## src/rtl/cam_ctrl.sv

```systemverilog
// Initiator-side controller for a cam: sequences SEARCH/WRITE/FILL commands onto the cam pins
// and returns one response per command. Optional hit/miss counters under CAM_CTRL_STATS_EN.
module cam_ctrl #(
  parameter int unsigned ADDR_W     = 5,
  parameter int unsigned DATA_W     = 8,
  parameter int unsigned DEPTH      = 16,
  parameter int unsigned RESULT_LAT = 1
) (
  input  logic              clk,
  input  logic              rst_n,
  input  logic              req_valid,
  output logic              req_ready,
  input  logic [1:0]        req_op,
  input  logic [ADDR_W-1:0] req_addr,
  input  logic [DATA_W-1:0] req_data,
  output logic              resp_valid,
  input  logic              resp_ready,
  output logic              resp_found,
  output logic [ADDR_W-1:0] resp_addr,
  output logic              cam_enable,
  output logic              cam_write,
  output logic [ADDR_W-1:0] cam_addr,
  output logic [DATA_W-1:0] cam_data,
  input  logic [ADDR_W-1:0] cam_out,
  input  logic              cam_found
`ifdef CAM_CTRL_STATS_EN
  ,
  output logic [15:0]       stat_hits,
  output logic [15:0]       stat_miss
`endif
);

  localparam int unsigned FILL_W = (DEPTH > 1) ? $clog2(DEPTH) : 1;
  localparam int unsigned LAT_W  = (RESULT_LAT > 1) ? $clog2(RESULT_LAT) : 1;
  localparam int unsigned CNT_W  = (FILL_W > LAT_W) ? FILL_W : LAT_W;

  localparam logic [1:0] OP_SEARCH = 2'b00;
  localparam logic [1:0] OP_WRITE  = 2'b01;
  localparam logic [1:0] OP_FILL   = 2'b10;

  typedef enum logic [2:0] {
    S_IDLE  = 3'd0,
    S_ISSUE = 3'd1,
    S_WAIT  = 3'd2,
    S_FILL  = 3'd3,
    S_RESP  = 3'd4
  } state_t;

  state_t             state, state_d;
  logic [CNT_W-1:0]   cnt, cnt_d;
  logic [1:0]         op_q, op_d;
  logic               req_ready_d, resp_valid_d, resp_found_d;
  logic [ADDR_W-1:0]  resp_addr_d, cam_addr_d;
  logic [DATA_W-1:0]  cam_data_d;
  logic               cam_enable_d, cam_write_d;
  logic               accept;

  assign accept = req_valid & req_ready;

  // State and registered outputs; every output is loaded from its next-value term.
  always_ff @(posedge clk or negedge rst_n) begin
    if (!rst_n) begin
      state      <= S_IDLE;
      cnt        <= '0;
      op_q       <= OP_SEARCH;
      req_ready  <= 1'b1;
      resp_valid <= 1'b0;
      resp_found <= 1'b0;
      resp_addr  <= '0;
      cam_enable <= 1'b0;
      cam_write  <= 1'b0;
      cam_addr   <= '0;
      cam_data   <= '0;
    end else begin
      state      <= state_d;
      cnt        <= cnt_d;
      op_q       <= op_d;
      req_ready  <= req_ready_d;
      resp_valid <= resp_valid_d;
      resp_found <= resp_found_d;
      resp_addr  <= resp_addr_d;
      cam_enable <= cam_enable_d;
      cam_write  <= cam_write_d;
      cam_addr   <= cam_addr_d;
      cam_data   <= cam_data_d;
    end
  end

  // Next-state logic; WRITE passes through WAIT for one cycle regardless of RESULT_LAT.
  always_comb begin
    state_d = state;
    case (state)
      S_IDLE: begin
        if (accept) begin
          case (req_op)
            OP_SEARCH, OP_WRITE: state_d = S_ISSUE;
            OP_FILL:             state_d = S_FILL;
            default:             state_d = S_RESP;
          endcase
        end
      end
      S_ISSUE: state_d = S_WAIT;
      S_WAIT: begin
        if ((op_q == OP_WRITE) || (cnt == CNT_W'(RESULT_LAT - 1))) state_d = S_RESP;
      end
      S_FILL: begin
        if (cnt == CNT_W'(DEPTH - 1)) state_d = S_RESP;
      end
      S_RESP: begin
        if (resp_ready) state_d = S_IDLE;
      end
      default: state_d = S_IDLE;
    endcase
  end

  // Next values of the registered outputs; cam strobes default low, cam addr/data hold.
  always_comb begin
    cnt_d        = cnt;
    op_d         = op_q;
    req_ready_d  = (state_d == S_IDLE);
    resp_valid_d = resp_valid;
    resp_found_d = resp_found;
    resp_addr_d  = resp_addr;
    cam_enable_d = 1'b0;
    cam_write_d  = 1'b0;
    cam_addr_d   = cam_addr;
    cam_data_d   = cam_data;
    case (state)
      S_IDLE: begin
        if (accept) begin
          op_d  = req_op;
          cnt_d = '0;
          case (req_op)
            OP_SEARCH: begin
              cam_enable_d = 1'b1;
              cam_data_d   = req_data;
            end
            OP_WRITE: begin
              cam_enable_d = 1'b1;
              cam_write_d  = 1'b1;
              cam_addr_d   = req_addr;
              cam_data_d   = req_data;
            end
            OP_FILL: begin
              cam_enable_d = 1'b1;
              cam_write_d  = 1'b1;
              cam_addr_d   = '0;
              cam_data_d   = req_data;
            end
            default: begin
              resp_valid_d = 1'b1;
              resp_found_d = 1'b0;
              resp_addr_d  = '0;
            end
          endcase
        end
      end
      S_WAIT: begin
        if (state_d == S_RESP) begin
          resp_valid_d = 1'b1;
          if (op_q == OP_WRITE) begin
            resp_found_d = 1'b1;
            resp_addr_d  = cam_addr;
          end else begin
            resp_found_d = cam_found;
            resp_addr_d  = cam_out;
          end
        end else begin
          cnt_d = cnt + CNT_W'(1);
        end
      end
      S_FILL: begin
        if (state_d == S_RESP) begin
          resp_valid_d = 1'b1;
          resp_found_d = 1'b1;
          resp_addr_d  = ADDR_W'(DEPTH - 1);
        end else begin
          cnt_d        = cnt + CNT_W'(1);
          cam_enable_d = 1'b1;
          cam_write_d  = 1'b1;
          cam_addr_d   = ADDR_W'(cnt + CNT_W'(1));
        end
      end
      S_RESP: begin
        if (resp_ready) resp_valid_d = 1'b0;
      end
      default: ;
    endcase
  end

`ifdef CAM_CTRL_STATS_EN
  // Saturating SEARCH hit/miss counters, bumped on the response handshake.
  always_ff @(posedge clk or negedge rst_n) begin
    if (!rst_n) begin
      stat_hits <= '0;
      stat_miss <= '0;
    end else if (resp_valid && resp_ready && (op_q == OP_SEARCH)) begin
      if (resp_found) begin
        if (stat_hits != 16'hFFFF) stat_hits <= stat_hits + 16'd1;
      end else begin
        if (stat_miss != 16'hFFFF) stat_miss <= stat_miss + 16'd1;
      end
    end
  end
`endif

endmodule

```

## config.mk

```make
export PLATFORM = sky130hd
export DESIGN_NAME = cam_ctrl
export DESIGN_NICKNAME = d
export VERILOG_FILES = /design/src/rtl/cam_ctrl.sv
export SDC_FILE = /design/constraint.sdc
export NUM_CORES = 1
export LEC_CHECK = 0
export ABC_AREA = 0
export BUFFER_PORTS_ARGS = -buffer_cell sky130_fd_sc_hd__clkbuf_2
export CAP_MARGIN = 20
export CORE_MARGIN = 4
export CORE_UTILIZATION = 56
export DETAILED_ROUTE_END_ITERATION = 16
export PLACE_DENSITY = 0.89
export SYNTH_ARGS = -nofsm -noshare
export SYNTH_HDL_FRONTEND = slang
export SYNTH_SLANG_ARGS = --single-unit
export TNS_END_PERCENT = 1
```

## constraint.sdc

```tcl
create_clock -name clk -period 2.65 [get_ports clk]
set_input_delay 0.265 -clock clk [delete_from_list [all_inputs] [get_ports clk]]
set_output_delay 0.265 -clock clk [all_outputs]
set_load 0.01 [all_outputs]
```

## Yosys cells after proc, flatten, opt, wreduce, memory -nomap -nowiden

Index checks and enable logic that the tools add are counted.

- Output and inout port bits: 23
- Register bits: 32

- Equal/unequal tests: 18
- Muxes and demuxes: 36
- $add $sub $neg: 2
- Reductions and logical operators: 19
- Bitwise operators: 1

Operator list:

| cell | count |
|---|---|
| 5-bit two-way mux | 7 |
| 5-bit one-hot mux with 2 select lines | 2 |
| 3-bit one-hot mux with 5 select lines | 1 |
| 5-bit one-hot mux with 3 select lines | 1 |
| 2-bit inequality test (second input constant) | 7 |
| 1-bit two-way mux | 13 |
| 3-bit two-way mux | 4 |
| 5-bit AND reduction | 2 |
| 4-bit two-way mux | 2 |
| 4-bit one-hot mux with 2 select lines | 1 |
| 3-bit by 2-bit == test with 1-bit output (second input constant) | 2 |
| 3-bit == test (second input constant) | 2 |
| 3-bit logical NOT | 2 |
| 1-bit one-hot mux with 3 select lines | 2 |
| 3-bit one-hot mux with 2 select lines | 1 |
| 3-bit AND reduction | 2 |
| 3-bit nonzero test | 2 |
| 2-bit OR reduction | 3 |
| 4-bit by 1-bit adder with 5-bit output (second input constant) | 1 |
| 4-bit by 1-bit adder with 4-bit output (second input constant) | 1 |
| 2-bit by 1-bit == test with 1-bit output (second input constant) | 2 |
| 4-bit == test (second input constant) | 1 |
| 4-bit logical NOT | 1 |
| 1-bit one-hot mux with 2 select lines | 2 |
| 11 further kinds | 12 |

## Longest topological paths before layout

- Depth after elaboration: 8
- Mapped depth: 7
- Mapped depth without buffers: 7

## Least setup slack after synthesis

No wires, ideal clock.

- Path type: flip-flop to flip-flop
- From: reg cnt[0]
- To: reg cnt[0]
- Stages on the path, launching flop included: 7
- Arrival: 1.661 ns
- Period minus slack after synthesis: 1.785 ns
- Path slack: 0.865 ns
- Library setup time: 0.125 ns
- Cell sequence: dfrtp_1 > ha_1 > and4_1 > o22ai_1 > a211o_1 > o31ai_2 > mux2_2

- Longest elaborated chain between the ends: 7
- Elaborated cells between the ends (all ways): 12
- Those cells by class: 1 x add/sub; 3 x eq/ne; 5 x mux; 3 x reduce/logical

Ends and longest elaborated chain:

| item | RTL line | text |
|---|---|---|
| start, declared | 50 | `logic [CNT_W-1:0] cnt, cnt_d;` |
| start signal, assigned | 76 | `cnt <= cnt_d;` |
| 4-bit logical NOT | 104 | `if ((op_q == OP_WRITE) \|\| (cnt == CNT_W'(RESULT_LAT - 1))) state_d = S_RESP;` |
| 1-bit logical OR | 104 |  |
| 3-bit two-way mux | 104 |  |
| 3-bit one-hot mux with 5 select lines | 92 | `case (state)` |
| 3-bit == test | 159, 173 |  |
| 2-bit inequality test (no line) | n/a |  |
| 3-bit AND reduction (no line) | n/a |  |

Parallel ways exist; a longest one is shown, timed or not. The select of a mux whose other input is x is not followed.
A chain may end at the register's enable or synchronous reset.

## Worst setup path after layout

- From: reg cnt[1]
- To: reg cnt[3]

Same word-level chain as after synthesis.

==> impl_metrics.env <==
export IMPL_run_status="finished with violations"
export IMPL_violations="negative hold slack"
export IMPL_crit_path_end_kind="register"
export IMPL_ctsLongestPathBuffers=2
export IMPL_cts_tree="yes"
export IMPL_synthesis_area_um2=1750
export IMPL_syn_instance_count=157
export IMPL_rows=20
export IMPL_postCtsHoldBufs=0
export IMPL_n_antenna_cell=0
export IMPL_grt_pass1_wl_um=6180
export IMPL_io_buffers=47
export IMPL_ys_top_cells_by_count="dfrtp_1, nand2_1, inv_1, mux2_2, nor2_1"
export IMPL_critPathLaunchType="register"
export IMPL_slew_viol_final=0
export IMPL_root_buffer="clkbuf_4"
export IMPL_rr_startpoint="cnt[1]"
export IMPL_r2r_slack_ns=0.62
export IMPL_cts_clk_slew_worst_paths_ns=0.10
export IMPL_leakage_nw=1.05
export IMPL_cpPeakStageDelay_ns=0.44
export IMPL_muxShareOfSynthArea_pct=9.89
export IMPL_fp_dieW_um=63.9
export IMPL_start_util_pct=57.7
export IMPL_critPathSlowestCell="dfrtp_1"
export IMPL_clock_sinks=32
export IMPL_crit_end="cnt[3]"
export IMPL_antenna_found_initial=0
export IMPL_ys_seq_elements=32
export IMPL_gp_congestion=0.987
export IMPL_cts_buffers=5
export IMPL_final_net_count=239
export IMPL_cp_arrival_ns=2.30
export IMPL_hold_slack_ns=-0.00952
export IMPL_syn_to_final_growth_pct=19.2
export IMPL_final_period_utilization_pct=76.5
export IMPL_dr_pass1_iters=4
export IMPL_drive_gt1_share_pct=37.8
export IMPL_htreeDepth=2
export IMPL_cp_data_required_time_ns=2.92
export IMPL_tns_ns=0
export IMPL_ioPinCount=48
export IMPL_yosys_warnings=0
export IMPL_grt_max_degree=33
export IMPL_fmax_ghz=0.493
export IMPL_postCtsSetupBuffers=0
export IMPL_synth_top_area_share_pct=44.4
export IMPL_clkPwrFrac_pct=12.8
export IMPL_synthArstFlopShare_pct=100
export IMPL_path_cells="ha_1 > and4_1 > o22ai_1 > a211oi_4 > a2111oi_2 > a21o_1"
export IMPL_p_sw_share_pct=41.3
export IMPL_synth_fa_ha_area_share_pct=4.30
export IMPL_cap_violations=0
export IMPL_synth_top_flop_cell="dfrtp_1"
export IMPL_drt_iter0_markers=69
export IMPL_synth_xor_area_share_pct=1.00
export IMPL_finalSetupViolCount=0
export IMPL_coreArea_um2=3030
export IMPL_powerDensity_nw_per_um2=1070
export IMPL_synth_nets=188
export IMPL_dp_hpwl_um=2880
export IMPL_remaining_drc_errors=0
export IMPL_final_min_clock_period_ns=2.03
export IMPL_yosysTopAreaCell="dfrtp_1"
export IMPL_grt_overflow=0
export IMPL_switchingPower_uw=919
export IMPL_synth_edf_count=0
export IMPL_seq_power_share_pct=40.0
export IMPL_ys_seq_area_share_pct=45.9
export IMPL_max_slew_margin_pct=48.4
export IMPL_grt_pass1_vias=1373
export IMPL_worstMarginPinSlew_ns=0.774
export IMPL_p_int_mw=1.31
export IMPL_cp_max_fo=6
export IMPL_vias=1353
export IMPL_yosysMostFrequentCell="dfrtp_1"
export IMPL_hold_class="input port to asynchronous set/reset pin"
export IMPL_synth_top_cells_by_area="dfrtp_1, mux2_2, ha_1"
export IMPL_track_usage_pct=19.5
export IMPL_avgSynthCellArea_um2=11.1
export IMPL_power_frac_comb_pct=47.2
export IMPL_yosys_area_share_simple_pct=17.6
export IMPL_cp_depth=6
export IMPL_critPathTopFamily="compound AO/OA/AOI/OAI gates"
export IMPL_critPathKind="register to register"
export IMPL_total_power_mw=2.23
export IMPL_final_hold_viol_count=14
export IMPL_routedWlPerCell_um=14.1
export IMPL_cts_resized=0
export IMPL_via_per_inst=5.35
export IMPL_die_area_um2=4080
export IMPL_rr_endpoint="cnt[3]"
export IMPL_wirelength_um=3570
export IMPL_vdd_drop_max_mv=0.573
export IMPL_worst_clock_skew_ns=0.0163
export IMPL_final_antenna_net_count=0
export IMPL_synth_compound_area_share_pct=17.6
export IMPL_fp_dieH_um=63.9
export IMPL_clock_latency_ns=0.33
export IMPL_reg2reg_depth=6
export IMPL_synth_top_family_by_area="compound AO/OA/AOI/OAI gates"
export IMPL_path_buf_inv=0
export IMPL_rsz0062_at_grt="no"
export IMPL_critPathLaunch="cnt[1]"
export IMPL_synth_cell_types=46
-- cell type report --
class,count,area [µm²]
Tap cell,44,55.1
Sequential cell,32,802
Fill cell,237,946
Multi-Input combinational cell,110,880
Inverter,11,43.8
Clock buffer,8,58.8
Timing Repair Buffer,48,243
-- per-layer routing --
layer | part of all wire [%] | vias up | track usage, %
li1 | - | 663 | -
met4 | 1.3 | 0 | 6.74
met3 | 6.7 | 7 | 5.10
met5 | 0 | - | 0
met2 | 50 | 50 | 34.2
met1 | 42 | 633 | 22.8
-- cells in the final DEF, fill, tap and decap left out, drive strengths merged, types with 2 or more instances in the layout --
| cell type | netlist | final |
|---|---|---|
| nor2b | 5 | 5 |
| nand2b | 4 | 4 |
| a211oi | 5 | 5 |
| mux2 | 10 | 10 |
| nand3 | 7 | 7 |
| nand2 | 11 | 11 |
| inv | 11 | 11 |
| dfrtp | 31 | 31 |
| o22ai | 2 | 2 |
| o21ai | 7 | 7 |
| ha | 6 | 6 |
| nand3b | 2 | 2 |
| nor2 | 12 | 12 |
| a31oi | 4 | 4 |
| a21oi | 8 | 8 |
| nor3 | 2 | 2 |
| clkbuf | 1 | 55 |
| o31ai | 2 | 2 |
| a21o | 3 | 3 |
| mux2i | 6 | 6 |
-- per-stage QoR --
stage	cell area, µm²	cells	util, %	hold WS [ns]	worst slack (ns)
2_1_floorplan	1750	157	-	-0.0306	0.865
3_3_place_gp	2020	245	66.8	0.373	0.658
3_5_place_dp	2020	245	66.8	0.374	0.630
4_1_cts	2080	253	68.8	0.00669	0.606
5_1_grt	2080	253	68.8	0.0518	0.497
6_report	2080	253	68.8	-0.00952	0.623
-- flip-flops by register name, indices dropped and copies added (netlist names) --
signal      cells
resp_found      1
op_q            2
resp_addr       5
cam_addr        5
cam_write       1
cam_enable      1
req_ready       1
state           3
cnt             4
resp_valid      1
cam_data        8
-- how the worst min path moves through the flow --
stage	from	to	cells after the start	slack, ns
6_report	rst_n	cam_addr[1]	1	-0.01
5_1_grt	rst_n	cam_addr[4]	1	0.05
4_1_cts	rst_n	op_q[1]	1	0.007
3_5_place_dp	rst_n	cam_data[2]	1	0.37
3_3_place_gp	rst_n	cam_data[2]	1	0.37
2_1_floorplan	rst_n	cam_addr[0]	0	-0.03
-- power by group through the flow --
stage               Sequential, mW  Combinational, mW  Clock, mW
finish                       0.890               1.05      0.286
CTS                          0.889               1.06      0.293
global route                 0.922               1.17      0.312
global placement             0.890               1.03          0
floorplan                    0.914              0.705          0
detailed placement           0.901               1.06          0
-- cells by family after synthesis --
| group | count (synthesis) |
|---|---|
| flops | 32 |
| simple gates | 48 |
| fa+ha+maj | 6 |
| mux | 16 |
| compound gates | 38 |
| xor+xnor | 2 |
| buf+inv | 15 |
No activity file was read; power rests on OpenSTA's default activity.
